`src/rtl/virtual_input_bank.sv`:
```
// Virtual push-button / slide-switch bank driven by a host command strobe.
// Optional input synchronizer enabled by defining VIRTUAL_INPUT_SYNC_EN.
module virtual_input_bank #(
    parameter int NUM_BUTTONS  = 4,
    parameter int NUM_SWITCHES = 18,
    parameter int SEL_W        = 5,
    parameter int PULSE_CYCLES = 16
) (
    input  logic                    clk,
    input  logic                    reset,
    input  logic                    control,
    input  logic [SEL_W-1:0]        number,
    input  logic [1:0]              mode,
    output logic [NUM_BUTTONS-1:0]  buttons,
    output logic [NUM_SWITCHES-1:0] switches,
    output logic                    busy,
    output logic                    cmd_ack,
    output logic                    overrun
);

    localparam int NCH   = NUM_BUTTONS + NUM_SWITCHES;
    localparam int CNT_W = (PULSE_CYCLES > 2) ? $clog2(PULSE_CYCLES) : 1;
    localparam int IN_W  = SEL_W + 3;

    localparam logic [1:0] MODE_TOGGLE = 2'b00;
    localparam logic [1:0] MODE_PULSE  = 2'b01;
    localparam logic [1:0] MODE_SET    = 2'b10;
    localparam logic [1:0] MODE_CLEAR  = 2'b11;

    typedef enum logic [0:0] {
        ST_IDLE  = 1'b0,
        ST_PULSE = 1'b1
    } state_t;

    logic             in_ctrl_s;
    logic [SEL_W-1:0] in_num_s;
    logic [1:0]       in_mode_s;

`ifdef VIRTUAL_INPUT_SYNC_EN
    logic [IN_W-1:0] sync1_q, sync2_q;

    // Two-flop synchronizer so the host strobe may be fully asynchronous
    always_ff @(posedge clk or posedge reset) begin
        if (reset) begin
            sync1_q <= {IN_W{1'b0}};
            sync2_q <= {IN_W{1'b0}};
        end else begin
            sync1_q <= {control, number, mode};
            sync2_q <= sync1_q;
        end
    end

    assign in_ctrl_s = sync2_q[IN_W-1];
    assign in_num_s  = sync2_q[IN_W-2:2];
    assign in_mode_s = sync2_q[1:0];
`else
    assign in_ctrl_s = control;
    assign in_num_s  = number;
    assign in_mode_s = mode;
`endif

    state_t                  state_q, state_d;
    logic                    ctrl_q, ctrl_d;
    logic                    fire_q, fire_d;
    logic [SEL_W-1:0]        cmd_num_q, cmd_num_d;
    logic [1:0]              cmd_mode_q, cmd_mode_d;
    logic [CNT_W-1:0]        cnt_q, cnt_d;
    logic [SEL_W-1:0]        pch_q, pch_d;
    logic                    saved_q, saved_d;
    logic [NUM_BUTTONS-1:0]  buttons_q, buttons_d;
    logic [NUM_SWITCHES-1:0] switches_q, switches_d;
    logic                    busy_q, busy_d;
    logic                    ack_q, ack_d;
    logic                    overrun_q, overrun_d;

    // Channels are handled as one vector where 1 means asserted
    logic [NCH-1:0] act_cur_s, act_nxt_s;
    logic           base_s;

    // Next-state: edge detect, pulse timer and command application
    always_comb begin
        ctrl_d     = in_ctrl_s;
        fire_d     = in_ctrl_s & ~ctrl_q;
        cmd_num_d  = in_num_s;
        cmd_mode_d = in_mode_s;

        state_d   = state_q;
        cnt_d     = cnt_q;
        pch_d     = pch_q;
        saved_d   = saved_q;
        overrun_d = overrun_q;
        ack_d     = 1'b0;
        base_s    = 1'b0;

        for (int i = 0; i < NUM_BUTTONS; i++) begin
            act_cur_s[i] = ~buttons_q[NUM_BUTTONS-1-i];
        end
        for (int j = 0; j < NUM_SWITCHES; j++) begin
            act_cur_s[NUM_BUTTONS+j] = switches_q[NUM_SWITCHES-1-j];
        end
        act_nxt_s = act_cur_s;

        if (state_q == ST_PULSE) begin
            if (cnt_q == {CNT_W{1'b0}}) begin
                act_nxt_s[pch_q] = saved_q;
                state_d          = ST_IDLE;
            end else begin
                cnt_d = cnt_q - {{(CNT_W-1){1'b0}}, 1'b1};
            end
        end else begin
            cnt_d = cnt_q;
        end

        // A later command to the pulsing channel overrides the expiry restore above
        if (fire_q) begin
            if (cmd_num_q >= SEL_W'(NCH)) begin
                act_nxt_s = {NCH{1'b0}};
                state_d   = ST_IDLE;
                cnt_d     = {CNT_W{1'b0}};
                saved_d   = 1'b0;
                overrun_d = 1'b0;
                ack_d     = 1'b1;
            end else if (cmd_mode_q == MODE_PULSE) begin
                if (state_q == ST_PULSE) begin
                    overrun_d = 1'b1;
                end else begin
                    saved_d              = act_cur_s[cmd_num_q];
                    act_nxt_s[cmd_num_q] = 1'b1;
                    cnt_d                = CNT_W'(PULSE_CYCLES - 1);
                    pch_d                = cmd_num_q;
                    state_d              = ST_PULSE;
                    ack_d                = 1'b1;
                end
            end else begin
                if ((state_q == ST_PULSE) && (cmd_num_q == pch_q)) begin
                    base_s  = saved_q;
                    state_d = ST_IDLE;
                end else begin
                    base_s = act_cur_s[cmd_num_q];
                end
                case (cmd_mode_q)
                    MODE_TOGGLE: act_nxt_s[cmd_num_q] = ~base_s;
                    MODE_SET:    act_nxt_s[cmd_num_q] = 1'b1;
                    MODE_CLEAR:  act_nxt_s[cmd_num_q] = 1'b0;
                    default:     act_nxt_s[cmd_num_q] = base_s;
                endcase
                ack_d = 1'b1;
            end
        end else begin
            ack_d = 1'b0;
        end

        for (int i = 0; i < NUM_BUTTONS; i++) begin
            buttons_d[NUM_BUTTONS-1-i] = ~act_nxt_s[i];
        end
        for (int j = 0; j < NUM_SWITCHES; j++) begin
            switches_d[NUM_SWITCHES-1-j] = act_nxt_s[NUM_BUTTONS+j];
        end
        busy_d = (state_d == ST_PULSE);
    end

    // State and output registers
    always_ff @(posedge clk or posedge reset) begin
        if (reset) begin
            state_q    <= ST_IDLE;
            ctrl_q     <= 1'b0;
            fire_q     <= 1'b0;
            cmd_num_q  <= {SEL_W{1'b0}};
            cmd_mode_q <= 2'b00;
            cnt_q      <= {CNT_W{1'b0}};
            pch_q      <= {SEL_W{1'b0}};
            saved_q    <= 1'b0;
            buttons_q  <= {NUM_BUTTONS{1'b1}};
            switches_q <= {NUM_SWITCHES{1'b0}};
            busy_q     <= 1'b0;
            ack_q      <= 1'b0;
            overrun_q  <= 1'b0;
        end else begin
            state_q    <= state_d;
            ctrl_q     <= ctrl_d;
            fire_q     <= fire_d;
            cmd_num_q  <= cmd_num_d;
            cmd_mode_q <= cmd_mode_d;
            cnt_q      <= cnt_d;
            pch_q      <= pch_d;
            saved_q    <= saved_d;
            buttons_q  <= buttons_d;
            switches_q <= switches_d;
            busy_q     <= busy_d;
            ack_q      <= ack_d;
            overrun_q  <= overrun_d;
        end
    end

    assign buttons  = buttons_q;
    assign switches = switches_q;
    assign busy     = busy_q;
    assign cmd_ack  = ack_q;
    assign overrun  = overrun_q;

endmodule

```
`config.mk`:
```
export PLATFORM = sky130hd
export DESIGN_NAME = virtual_input_bank
export DESIGN_NICKNAME = d
export VERILOG_FILES = /design/src/rtl/virtual_input_bank.sv
export SDC_FILE = /design/constraint.sdc
export NUM_CORES = 1
export LEC_CHECK = 0
export CORE_ASPECT_RATIO = 0.75
export CORE_MARGIN = 2
export CORE_UTILIZATION = 53
export CTS_BUF_LIST = sky130_fd_sc_hd__clkbuf_8
export DETAILED_ROUTE_END_ITERATION = 10
export PLACE_DENSITY_LB_ADDON = 0.2
export RECOVER_POWER = 50
export SLEW_MARGIN = 20
export SYNTH_ARGS = -nofsm -noshare
export SYNTH_HDL_FRONTEND = slang
export SYNTH_SLANG_ARGS = --single-unit
```
`constraint.sdc`:
```
create_clock -name clk -period 2 [get_ports clk]
set_input_delay 0.5 -clock clk [delete_from_list [all_inputs] [get_ports clk]]
set_output_delay 0.5 -clock clk [all_outputs]
set_load 0.01 [all_outputs]
```
==> tab_implementation.tex <==
\begin{tabular}{lr}
\hline
Metric & Value \\
\hline
\multicolumn{2}{l}{\textbf{Die}} \\
\quad Rows & 23 \\
\quad Die outline area & 6410 µm² \\
\quad Floorplan core area & 5470 µm² \\
\quad Die outline width & 91.8 µm \\
\quad Num ports & 35 \\
\quad Starting density of the core & 56.0\% \\
\quad Overall die height & 69.8 µm \\
\multicolumn{2}{l}{\textbf{Placement}} \\
\quad Weighted congestion at the end of routability-driven global placement & 0.995 \\
\quad Count of buffers inserted at the top-level ports & 34 \\
\quad HPWL Detailed & 7020 µm \\
\quad Total placed instance area & 3850 µm² \\
\multicolumn{2}{l}{\textbf{Hold path}} \\
\quad Classification of the worst-slack hold path & reg -> reg \\
\multicolumn{2}{l}{\textbf{Timing}} \\
\quad Max Clk Rate & 455 MHz \\
\quad Min cycle time layout & 2200 ps \\
\quad Setup clock skew after layout & 8.89 ps \\
\quad Worst-Margin Slew & 1120 ps \\
\quad Final worst slack & -197 ps \\
\quad Final setup violation count & 22 \\
\quad Relative slew slack & 25.6\% \\
\quad Number of max-slew violations in the final report & 0 \\
\quad Share of the clock period used by the worst path after layout & 110\% \\
\quad Worst hold margin & 402 ps \\
\quad Sum of negative setup slack & -2760 ps \\
\quad Final Hold Viols & 0 \\
\quad Setup repair after global routing missed its margin & true \\
\multicolumn{2}{l}{\textbf{Clocking}} \\
\quad CTS HTree Levels & 2 \\
\quad Hold-fix buffers, CTS & 0 \\
\quad Clock transition at the register clock pins on the worst setup and hold paths after CTS & 90 ps \\
\quad TritonCTS clock tree & built \\
\quad Number of clock buffers inserted by TritonCTS & 5 \\
\quad Clock latency reported for the late side of the worst-skew pair & 310 ps \\
\quad Clock net sink count & 44 \\
\quad Clk Tree Root Cell & sky130\_fd\_sc\_hd\_\_clkbuf\_8 \\
\quad Clk buf depth & 2 \\
\multicolumn{2}{l}{\textbf{Finish}} \\
\quad Fin area & 4200 µm² \\
\quad Final net count & 444 \\
\quad Number of inserted filler cells in the final layout & 370 \\
\quad Layout cells sized above 1 & 34.4\% \\
\quad Syn-to-layout area delta & 37.2\% \\
\quad Antenna cells & 0 \\
\multicolumn{2}{l}{\textbf{Yosys}} \\
\quad Post-synth EDFFs & 0 \\
\quad Mapped Cells & 341 \\
\quad Mean area per synthesized cell & 8.98 µm² \\
\quad Synth warnings & 0 \\
\quad Flip-flop and latch count after synthesis & 44 \\
\quad Post-synthesis instance area & 3060 µm² \\
\quad Count of unique library cells instantiated by Yosys & 59 \\
\quad Biggest area consumer among synthesized cells & sky130\_fd\_sc\_hd\_\_dfrtp\_1 \\
\quad Dominant cells by area after synthesis & sky130\_fd\_sc\_hd\_\_dfrtp\_1, sky130\_fd\_sc\_hd\_\_mux2i\_1, sky130\_fd\_sc\_hd\_\_mux2\_2 \\
\quad Most frequently used flop master after synthesis & sky130\_fd\_sc\_hd\_\_dfrtp\_1 \\
\quad Share of the synthesized area in the top cell type & 32.7\% \\
\quad Proportion of synthesized flip-flops having asynchronous set or reset & 100\% \\
\quad Sequential-to-total area share from yosys stat & 36.1\% \\
\quad Post-synthesis net count & 353 \\
\multicolumn{2}{l}{\textbf{Drt}} \\
\quad Number of detailed-routing iterations run before antenna repair & 6 \\
\quad Total wirelength of the detailed-routed design & 10400 µm \\
\quad Remaining antenna violation count & 0 \\
\quad Drt drc & 0 \\
\quad Via count & 3231 \\
\quad Per-cell via count in the routed design & 6.36 \\
\quad Number of violations reported at the end of detailed-routing iteration 0 & 406 \\
\quad Final routed wire length divided by cell count & 20.5 µm \\
\multicolumn{2}{l}{\textbf{Setup path}} \\
\quad CP max FO & 6 \\
\quad Critical Path Sink Type & register \\
\quad Startpoint class of the critical path & register \\
\quad Critical path required time & 2200 ps \\
\quad Critical path type & reg -> reg \\
\quad Arrival @ worst endpoint & 2390 ps \\
\multicolumn{2}{l}{\textbf{Run status}} \\
\quad Run status & finished with violations \\
\quad Failing checks & setup timing \\
\multicolumn{2}{l}{\textbf{GRT}} \\
\quad Pin count of the biggest net entering global routing & 45 \\
\quad Number of global-route vias before repair & 2991 \\
\quad Initial antenna violation count & 0 \\
\quad Total global routing track utilization & 31.8\% \\
\quad Total overflow reported by the global router & 0 \\
\quad First-pass GRT wire length & 15800 µm \\
\multicolumn{2}{l}{\textbf{Pwr}} \\
\quad Pwr/cell area & 862 nW/µm² \\
\quad Max rail drop VDD & 0.488 mV \\
\quad Leakage power summed over all cells & 1.72 nW \\
\multicolumn{2}{l}{\textbf{Job}} \\
\quad Max-capacitance violation count & 0 \\
\hline
\end{tabular}
==> cell usage in the layout (no fill, tap or decap), types with 4 or more instances in the layout <==
master and count:
sky130_fd_sc_hd__dfrtp_1 36, sky130_fd_sc_hd__buf_4 68, sky130_fd_sc_hd__mux2_2 13, sky130_fd_sc_hd__o211ai_1 5, sky130_fd_sc_hd__dfstp_2 4, sky130_fd_sc_hd__nor3_1 5
sky130_fd_sc_hd__o21ai_2 5, sky130_fd_sc_hd__o221ai_2 6, sky130_fd_sc_hd__o21ai_0 17, sky130_fd_sc_hd__mux2i_1 16, sky130_fd_sc_hd__nand2_1 38, sky130_fd_sc_hd__nand4b_1 4
sky130_fd_sc_hd__nor3b_1 5, sky130_fd_sc_hd__nor2_1 21, sky130_fd_sc_hd__a21oi_1 21, sky130_fd_sc_hd__nand2b_1 5, sky130_fd_sc_hd__nand3_1 10, sky130_fd_sc_hd__or3_1 6
sky130_fd_sc_hd__clkbuf_8 6, sky130_fd_sc_hd__dfrtp_2 4, sky130_fd_sc_hd__clkdlybuf4s50_1 25, sky130_fd_sc_hd__dlygate4sd3_1 9, sky130_fd_sc_hd__o21ai_1 8, sky130_fd_sc_hd__a31oi_1 8
sky130_fd_sc_hd__buf_6 9, sky130_fd_sc_hd__xnor2_1 4, sky130_fd_sc_hd__nand4_1 4
==> sequential cells by signal, summed over array words and instances, names as in the netlist <==
register	count
switches	18
cmd_num_q	5
fire_q	1
busy	1
cmd_ack	1
ctrl_q	1
cnt_q	4
overrun	1
pch_q	5
buttons	4
saved_q	1
cmd_mode_q	2
==> power breakdown <==
part           leakage (nW)  total [mW]  internal [mW]  switching [mW]
sequential            0.535        1.31           1.08           0.228
clock                0.0510       0.602          0.276           0.326
combinational          1.13        1.70          0.861           0.844
==> through the flow <==
step                      util, %  worst slack [ps]  power [mW]  std cells
after CTS                    74.0              -117        3.53        499
after detailed placement     70.4              -276        2.84        487
after floorplan                 -             -55.2        2.14        341
after global placement       70.4              -193        2.78        487
after global routing         76.8              -224        3.80        508
final                        76.8              -197        3.62        508
==> critical path, stage by stage, from the launching register on <==
cell                       delay, ps
sky130_fd_sc_hd__dfrtp_2         370
sky130_fd_sc_hd__buf_6           140
sky130_fd_sc_hd__mux2i_1         230
sky130_fd_sc_hd__and4bb_2        270
sky130_fd_sc_hd__a311oi_2        190
sky130_fd_sc_hd__and4b_4         300
sky130_fd_sc_hd__o31ai_4          80
sky130_fd_sc_hd__buf_6           140
sky130_fd_sc_hd__buf_6           120
sky130_fd_sc_hd__o41ai_2         220
==> area by class of cell <==
cell class                      instances  area, µm²  share of cell area, %
Sequential cell                        44       1110                   26.5
Multi-Input combinational cell        263       1920                   45.8
Clock inverter                          2       10.0                  0.238
Clock buffer                            6       82.6                   1.97
Timing Repair Buffer                  112        957                   22.8
Tap cell                               75       93.8                   2.23
Inverter                                6       22.5                  0.536
==> per-layer routing <==
| metal | vias to the layer above | track usage (%) | share of wire, % |
|---|---|---|---|
| li1 | 1427 | - | - |
| met1 | 1528 | 45.4 | 42 |
| met2 | 241 | 48.2 | 44 |
| met3 | 35 | 6.85 | 11 |
| met4 | 0 | 9.95 | 2.8 |
| met5 | - | 0 | 0 |
==> kinds of logic (layout without fill, tap and decap cells) <==
group | count (synthesis) | count (layout) | synth area share [%]
xor+xnor | 6 | 6 | 1.72
simple gates | 133 | 133 | 24.2
compound gates | 92 | 92 | 20.8
fa+ha+maj | 2 | 2 | 0.817
flops | 44 | 44 | 36.1
buf+inv | 34 | 126 | 5.93
mux | 30 | 30 | 10.3
==> worst paths after layout <==
check / from / end / slack [ps] / depth (start not counted)
min in group asynchronous: reset / switches[12] / 990 / 3
worst max-delay path: cmd_num_q[0] / switches[13] / -200 / 9
worst max register to register: cmd_num_q[0] / switches[13] / -200 / 9
worst min-delay path: ctrl_q / fire_q / 400 / 1
worst min register to register: ctrl_q / fire_q / 400 / 1
max in group asynchronous: reset / cmd_num_q[0] / 250 / 3
==> synth_stat cells (all sizes together), types with 4 or more instances <==
cell type and count:
buf 14, nor3b 8, nor3 5, a31oi 8, mux2i 17, o21ai 30, dfstp 4, o211ai 5
xnor2 4, nand4 4, or3 8, nand4b 4, nand2 38, nor2 23, inv 6, nand2b 5
dfrtp 40, mux2 13, nand3 12, a21oi 21, clkbuf 14, nor2b 4, o221ai 6
==> timing repair <==
action / 4_1_cts / 5_1_grt
gates resized for setup: 19 / 27
pin swaps: 4 / 11
buffers inserted: 4 / 7
cloned: 0 / 2
setup endpoints to repair: 22 / 22
Note: power is estimated with default switching activity, not from simulation.
